File: src/rtl/traffic_light_monitor.sv
// Passive checker for a two-street traffic-light controller. It samples the light
// codes and traffic sensors every rising edge, tracks the expected phase, and reports
// illegal codes, conflicting greens, bad per-street sequences, ignored sensors and
// wrong yellow dwell. It never drives the controller.
//
// Ports:
//   CLK        clock, rising edge
//   RESET      synchronous, active-high reset
//   LA, LB     street A/B light: 00 green, 01 yellow, 10 red, 11 illegal
//   TA, TB     street A/B traffic sensor (1 = traffic present)
//   state      tracked phase: 0 SYNC, 1 A_GREEN, 2 A_YELLOW, 3 B_GREEN, 4 B_YELLOW
//   err        sticky error flag
//   err_code   code of the first error (0 none, 1 ILLEGAL, 2 CONFLICT, 3 SEQ, 4 RESP, 5 DWELL)
//   err_pulse  high for one cycle after each erroneous sample
//   err_count  number of erroneous samples, saturating
//   phase_cnt  completed B_YELLOW -> A_GREEN cycles, wrapping
module traffic_light_monitor #(
  parameter int unsigned YELLOW_CYCLES = 1,
  parameter int unsigned CNT_W         = 8
) (
  input  logic             CLK,
  input  logic             RESET,
  input  logic [1:0]       LA,
  input  logic [1:0]       LB,
  input  logic             TA,
  input  logic             TB,
  output logic [2:0]       state,
  output logic             err,
  output logic [2:0]       err_code,
  output logic             err_pulse,
  output logic [CNT_W-1:0] err_count,
  output logic [CNT_W-1:0] phase_cnt
);

  typedef enum logic [2:0] {
    StSync    = 3'd0,
    StAGreen  = 3'd1,
    StAYellow = 3'd2,
    StBGreen  = 3'd3,
    StBYellow = 3'd4
  } state_e;

  localparam logic [1:0] LGreen  = 2'b00;
  localparam logic [1:0] LYellow = 2'b01;
  localparam logic [1:0] LRed    = 2'b10;
  localparam logic [1:0] LIll    = 2'b11;

  localparam logic [2:0] CodeNone     = 3'd0;
  localparam logic [2:0] CodeIllegal  = 3'd1;
  localparam logic [2:0] CodeConflict = 3'd2;
  localparam logic [2:0] CodeSeq      = 3'd3;
  localparam logic [2:0] CodeResp     = 3'd4;
  localparam logic [2:0] CodeDwell    = 3'd5;

  localparam int unsigned YW = $clog2(YELLOW_CYCLES + 1);
  localparam logic [YW-1:0] YLimit = YW'(YELLOW_CYCLES);

  state_e           state_q, state_d;
  logic [YW-1:0]    y_cnt_q, y_cnt_d;
  logic             ta_q, tb_q;
  logic             err_q;
  logic [2:0]       err_code_q;
  logic             err_pulse_q;
  logic [CNT_W-1:0] err_count_q;
  logic [CNT_W-1:0] phase_cnt_q;

  logic [2:0]       code;
  logic             phase_inc;
  logic             is_a;
  logic [1:0]       own, oth;
  logic             own_t;

  // The A and B phases share one set of rules: "own" is the street currently holding
  // right of way, "oth" is the street that must stay red.
  always_comb begin
    state_d   = state_q;
    y_cnt_d   = y_cnt_q;
    code      = CodeNone;
    phase_inc = 1'b0;
    is_a      = (state_q == StAGreen) || (state_q == StAYellow);
    own       = is_a ? LA : LB;
    oth       = is_a ? LB : LA;
    own_t     = is_a ? ta_q : tb_q;

    if (LA == LIll || LB == LIll) begin
      code = CodeIllegal;
    end else if (LA != LRed && LB != LRed) begin
      code = CodeConflict;
    end else begin
      unique case (state_q)
        StSync: begin
          if (LA == LGreen && LB == LRed)      state_d = StAGreen;
          else if (LB == LGreen && LA == LRed) state_d = StBGreen;
        end
        StAGreen, StBGreen: begin
          if (oth != LRed) begin
            code = CodeSeq;
          end else if (own == LGreen) begin
            if (!own_t) code = CodeResp;
          end else if (own == LYellow) begin
            state_d = is_a ? StAYellow : StBYellow;
            y_cnt_d = YW'(1);
            if (own_t) code = CodeResp;
          end else begin
            code = CodeSeq;
          end
        end
        StAYellow, StBYellow: begin
          if (own == LYellow && oth == LRed) begin
            if (y_cnt_q == YLimit) code = CodeDwell;
            else                   y_cnt_d = y_cnt_q + YW'(1);
          end else if (own == LRed && oth == LGreen) begin
            state_d   = is_a ? StBGreen : StAGreen;
            phase_inc = !is_a;
            if (y_cnt_q < YLimit) code = CodeDwell;
          end else begin
            code = CodeSeq;
          end
        end
        default: state_d = StSync;
      endcase
    end

    // Any error drops back to SYNC; a cycle that ends in error does not count as completed.
    if (code != CodeNone) begin
      state_d   = StSync;
      y_cnt_d   = '0;
      phase_inc = 1'b0;
    end
  end

  always_ff @(posedge CLK) begin
    if (RESET) begin
      state_q     <= StSync;
      y_cnt_q     <= '0;
      ta_q        <= 1'b0;
      tb_q        <= 1'b0;
      err_q       <= 1'b0;
      err_code_q  <= CodeNone;
      err_pulse_q <= 1'b0;
      err_count_q <= '0;
      phase_cnt_q <= '0;
    end else begin
      state_q     <= state_d;
      y_cnt_q     <= y_cnt_d;
      ta_q        <= TA;
      tb_q        <= TB;
      err_pulse_q <= (code != CodeNone);
      if (code != CodeNone) begin
        if (err_count_q != {CNT_W{1'b1}}) err_count_q <= err_count_q + CNT_W'(1);
        if (!err_q) begin
          err_q      <= 1'b1;
          err_code_q <= code;
        end
      end
      if (phase_inc) phase_cnt_q <= phase_cnt_q + CNT_W'(1);
    end
  end

  assign state     = state_q;
  assign err       = err_q;
  assign err_code  = err_code_q;
  assign err_pulse = err_pulse_q;
  assign err_count = err_count_q;
  assign phase_cnt = phase_cnt_q;

endmodule

File: config.mk
export PLATFORM = sky130hd
export DESIGN_NAME = traffic_light_monitor
export DESIGN_NICKNAME = d
export VERILOG_FILES = /design/src/rtl/traffic_light_monitor.sv
export SDC_FILE = /design/constraint.sdc
export NUM_CORES = 1
export LEC_CHECK = 0
export CAP_MARGIN = 30
export CORE_UTILIZATION = 35
export CTS_CLUSTER_SIZE = 14
export DETAILED_ROUTE_END_ITERATION = 10
export GPL_TIMING_DRIVEN = 1
export PLACE_DENSITY = 0.65
export SETUP_SLACK_MARGIN = 0.5
export SLEW_MARGIN = 10
export SYNTH_ARGS = -nofsm -noshare
export SYNTH_HDL_FRONTEND = slang
export SYNTH_SLANG_ARGS = --single-unit
File: constraint.sdc
create_clock -name CLK -period 2.5 [get_ports CLK]
set_input_delay 0.375 -clock CLK [delete_from_list [all_inputs] [get_ports CLK]]
set_output_delay 0.375 -clock CLK [all_outputs]
set_load 0.005 [all_outputs]
==> flow_summary.yaml, run 1 <==
run_status:
  status: "finished with violations"
  violations: "design-rule violations"
worst_setup_path:
  crit_path_start_kind: "flip-flop"
  crit_arrival_ps: 2570
  timing.reg2reg.setup_slack_ps: 130
  required_ps: 2700
  end_kind: "flip-flop"
  r2r_cells: 8
  path_max_fanout: 6
  rr_startpoint: "state[0]"
  crit_type: "reg2reg"
  reg2reg_to: "err_count[5]"
floorplanning:
  num_io_pins: 32
  coreArea_um2: 4474
  rows: 24
  fp.dieW_um: 71.29
  die_h_um: 71.29
  start_util_pct: 37.56
  dieArea_um2: 5082
grt:
  grt_pass1_vias: 1576
  grt_util_all_layers_pct: 18.14
  grt_antenna_before_repair: 0
  overflow: 0
  grtUsageMet1_pct: 24.80
  met2_usage_pct: 29.31
  met3_usage_pct: 5.204
  grt_start_max_net_pins: 18
  grt_pass1_wl_um: 7479
  grt.busiest_layer: "met2"
timing:
  tns_ps: 0
  fmax_ghz: 0.4228
  worst_pin_slew_ps: 698.7
  drv_slew: 0
  final-hold-violation-count: 0
  skew_ps: 9.003
  rsz0062_at_grt: "true"
  setup_ws_ps: 134.6
  min_period_over_period_pct: 94.62
  setup_viol: 0
  max_slew_margin_pct: 53.27
  period_needed_ps: 2365
placement:
  dp_cells: 306
  place_ws_ps: -434.1
  portBuffers: 31
  place_congestion: 0.9221
  place_area_um2: 2316
  dp_hpwl_um: 3237
layout:
  fillers: 382
  final_nets: 280
  multi_input_comb_area_um2: 1237
  fin_area_um2: 2601
  antenna-diode-count: 0
  area_growth_pct: 54.80
  drive_gt1_share_pct: 34.94
  final-seq-area_um2: 551.8
  stdcell_count: 321
clocking:
  clk_latency_ps: 280
  cts_tree: "built"
  cts_buffers: 3
  path_clk_slew_ps: 90
  cts_buffer_depth: 2
  cts_root_buf: "clkbuf_8"
  clock-sinks: 27
  htree_levels: 1
synth:
  synth_top_area_share_pct: 32.17
  avgSynthCellArea_um2: 8.319
  synth_edf_count: 0
  synthArstFlopShare_pct: 0
  ys_seq_area_share_pct: 32.17
  synth_seq_cells: 27
  synth.area.top_cells: "dfxtp_1 32%, nor2_1 5.1%, a21oi_1 4.2%"
  syn_nets: 212
  synth_ff_type: "dfxtp_1"
  synth_top_area_cell: "dfxtp_1"
  syn_inst: 202
  yosysMostFrequentCell: "dfxtp_1"
  yosysWarnings: 0
  synth.top_cells.by_count: "27 x dfxtp_1, 23 x nor2_1, 14 x a21oi_1"
  synth.distinct_cells: 51
  syn-cell-area_um2: 1680
pwr:
  power_density_nw_per_um2: 370.4
  power_mw: 0.9634
  ir_worst_vdd_uv: 261.6
  p_leak_nw: 0.9594
detailed_routing:
  wl_per_cell_um: 14.51
  drt-total-wl_um: 4658
  drt_iter0_markers: 78
  drc: 2
  firstDrtPassIters: 7
  ant_nets: 0
  vias_per_cell: 5.417
  vias: 1739
hold_path:
  min_to: "err_count[1]"
  worstHoldPathCells: 2
  min_from: "err_count[1]"
  hold_class: "reg2reg"
run:
  cap_violations: 0
[stage by stage]
stage	hold slack, ps	util [%]
floorplan	471.2	-
global placement	479.0	51.76
detailed placement	482.9	51.76
CTS	501.9	55.12
global route	537.8	58.14
finish	503.1	58.14
[cell type report]
| type | instances | area share, % |
|---|---|---|
| clock buffer | 4 | 1.732 |
| inverter | 4 | 0.6734 |
| multi-input combinational | 157 | 47.57 |
| sequential | 27 | 21.21 |
| tap | 52 | 2.501 |
| timing repair buffer | 77 | 26.31 |
[worst max path at each step]
stage | from | end | cells after the start | slack (ps)
global route | state[0] | err_count[5] | 8 | 70
CTS | LB[0] | err_count[0] | 10 | 110
finish | state[0] | err_count[5] | 8 | 130
floorplan | LA[1] | state[0] | 8 | 110
global placement | LB[1] | state[2] | 8 | -390
detailed placement | LB[1] | state[1] | 8 | -430
[critical path: stages (launching register included)]
cell,delay (ps)
dfxtp_4,380
or3b_4,430
a21o_1,190
a21oi_2,160
o32a_1,260
o31ai_4,120
buf_6,140
or4_1,460
a21oi_1,140
[state kept, by name, indices dropped and copies added, names as in the netlist]
signal / cells
ta_q: 1
state: 3
err_count: 8
err_code: 3
err: 1
err_pulse: 1
tb_q: 1
phase_cnt: 8
y_cnt_q: 1
[timing repair]
item,CTS,global route
setup endpoints to repair,25,25
cloned,0,0
hold buffers,0,0
setup buffers,4,7
resized for setup,36,17
pin swaps,21,9
[kinds of logic (layout without fill, tap and decap cells)]
kind of cell,count (synthesis),count (layout),share of synthesized area (%)
AND/OR/NAND/NOR,88,88,28.89
AO/OA/AOI/OAI,47,47,20.78
flip-flops,27,27,32.17
buffers and inverters,18,85,4.393
adder cells (fa/ha/maj),2,2,1.489
multiplexers,6,6,4.542
XOR/XNOR,14,14,7.744
[layer usage]
layer	up-vias	share of wire [%]
li1	866	-
met1	817	47
met2	50	47
met3	6	5.1
met4	0	0.67
met5	-	0
[report_power, final]
group	switching, mW	internal (mW)	leakage [nW]
clock network	0.134	0.114	0.0228
registers	0.0181	0.443	0.222
logic	0.111	0.143	0.715
total	0.263	0.701	0.959
[layout by cell type (no fill, tap or decap), drive strengths merged, types with 4 or more instances in the layout]
master / n
o21ai: 9
a21oi: 16
nand3: 7
clkbuf: 5
nor2: 23
xnor2: 6
and3: 4
clkdlybuf4s50: 27
nand2: 11
or3: 4
buf: 48
nand2b: 7
xor2: 8
dfxtp: 27
nand4: 4
inv: 4
nor2b: 9
No activity file was read; power rests on OpenSTA's default activity.
==> inputs of run 2 (changes only) <==
--- a/config.mk
+++ b/config.mk
@@ -11,5 +11,5 @@
 export DETAILED_ROUTE_END_ITERATION = 10
 export GPL_TIMING_DRIVEN = 1
-export PLACE_DENSITY = 0.65
+export PLACE_DENSITY = 0.61
 export SETUP_SLACK_MARGIN = 0.5
 export SLEW_MARGIN = 10
==> constraint.sdc (replaced) <==
create_clock -name CLK -period 2.5 [get_ports CLK]
set_input_delay 0.75 -clock CLK [delete_from_list [all_inputs] [get_ports CLK]]
set_output_delay 0.75 -clock CLK [all_outputs]
set_load 0.005 [all_outputs]
==> run 2 against run 1 <==
  * The run ends with design-rule violations, negative setup slack left
  * Critical path depth is 1 higher
  * Via count grew 1.6%
  * Clock skew is 7.1 ps lower
  * Critical path type is now in2reg
  * Highest routed layer is now met3
==> flow_summary.yaml, run 2 (same netlist as run 1, synthesis figures left out) <==
floorplanning:
  coreArea_um2: 4474
  fp.dieW_um: 71.29
  start_util_pct: 37.56
  dieArea_um2: 5082
  rows: 24
  num_io_pins: 32
  die_h_um: 71.29
timing:
  worst_pin_slew_ps: 370.3
  max_slew_margin_pct: 75.10
  whs_ps: 490.8
  drv_slew: 0
  setup_ws_ps: -87.53
  fmax_ghz: 0.3865
  skew_ps: 1.952
  period_needed_ps: 2588
  tns_ps: -642.5
  setup_viol: 12
  rsz0062_at_grt: "true"
  final-hold-violation-count: 0
  min_period_over_period_pct: 103.5
worst_setup_path:
  crit_type: "in2reg"
  end_kind: "flip-flop"
  crit_path_start_kind: "primary input"
  required_ps: 2660
  crit_arrival_ps: 2750
  path_max_fanout: 7
  r2r_cells: 7
pwr:
  power_density_nw_per_um2: 366.5
  seqPwrFrac_pct: 47.9
  switching_power_mw: 0.2607
  ir_worst_vdd_uv: 255.3
  switching_share_pct: 27.13
  p_leak_nw: 1.060
  pwr-share-clk_pct: 26.0
  p_int_mw: 0.7004
  power_frac_comb_pct: 26.1
hold_path:
  hold_class: "reg2reg"
  worstHoldPathCells: 2
layout:
  utilization_pct: 58.61
  final_common_cell: "buf_4"
  final_cell_mix: "52 x buf_4, 24 x clkdlybuf4s50_1, 22 x nor2_1"
  fin_area_um2: 2623
  antenna-diode-count: 0
  area_growth_pct: 56.07
  drive_gt1_share_pct: 36.43
  final_nets: 291
  stdcell_count: 332
detailed_routing:
  vias_per_cell: 5.322
  wl_per_cell_um: 13.86
  drc: 1
  drt_iter0_markers: 109
  drt-total-wl_um: 4602
  ant_nets: 0
  firstDrtPassIters: 8
  vias: 1767
clocking:
  clock-sinks: 27
  clk_latency_ps: 270
  cts_root_buf: "clkbuf_8"
  path_clk_slew_ps: 90
  cts_buffer_depth: 2
  cts_buffers: 3
  cts_tree: "built"
  htree_levels: 1
grt:
  overflow: 0
  grt_antenna_before_repair: 0
  grtUsageMet1_pct: 24.30
  grt_util_all_layers_pct: 17.19
  grt_pass1_vias: 1490
  met3_usage_pct: 2.813
  met2_usage_pct: 28.47
  grt_start_max_net_pins: 28
  grt.busiest_layer: "met2"
  grt_pass1_wl_um: 7024
placement:
  place_area_um2: 2369
  dp_cells: 316
  dp_hpwl_um: 3279
  portBuffers: 31
  place_congestion: 0.8710
run_status:
  status: "finished with violations"
  violations: "design-rule violations, negative setup slack"
run:
  cap_violations: 0
## run 2: cell types whose count changed in the layout (fill, tap and decap cells not counted), sizes merged
cell,before,now
buf,48,60
clkbuf,5,3
clkdlybuf4s50,27,24
clkinvlp,0,1
dlymetal6s2s,0,3
## run 2: worst paths after layout
kind / end / slack [ps] / startpoint
max: err_count[0] / -90 / LA[1]
min: err_code[1] / 490 / err_code[1]
max reg2reg: err_count[7] / 40 / state[1]
min reg2reg: err_code[1] / 490 / err_code[1]
## run 2: area by class of cell
type / count / area [um2]
fill: 401 / 1852
multi-input combinational: 157 / 1149
timing repair buffer: 88 / 779.5
sequential: 27 / 565.5
tap: 52 / 65.06
clock buffer: 3 / 41.29
inverter: 4 / 15.01
clock inverter: 1 / 7.507
## run 2: worst max-delay path: stages
cell and delay [ps]:
buf_6 90, or3b_4 390, or4b_4 510, a21oi_4 180, o211ai_4 110, o31ai_4 360, buf_4 180, xor2_1 140
nor2_1 50
## run 2: power groups by stage
stage          clock [mW]  sequential (mW)  combinational, mW
6_report            0.250            0.460              0.251
4_1_cts             0.262            0.463              0.232
3_5_place_dp            0            0.472              0.221
2_1_floorplan           0            0.469              0.114
5_1_grt             0.280            0.463              0.270
3_3_place_gp            0            0.472              0.221
## run 2: stage by stage
stage	total power, mW	worst slack [ps]
2_1_floorplan	0.5835	-268.2
3_3_place_gp	0.6937	-790.5
3_5_place_dp	0.6929	-816.1
4_1_cts	0.9578	-174.9
5_1_grt	1.013	-205.1
6_report	0.9610	-87.53
## run 2: what timing repair did
action                                  CTS  global route
endpoints found under the setup margin   31            34
pin swaps                                16            14
gates resized for setup                  31            25
buffers inserted                          5             7
hold buffers                              0             0
## run 2: layer usage
metal	up-vias	wire, um
met3	0	240
li1	882	-
met4	0	0
met2	48	2215
met5	-	0
met1	837	2147
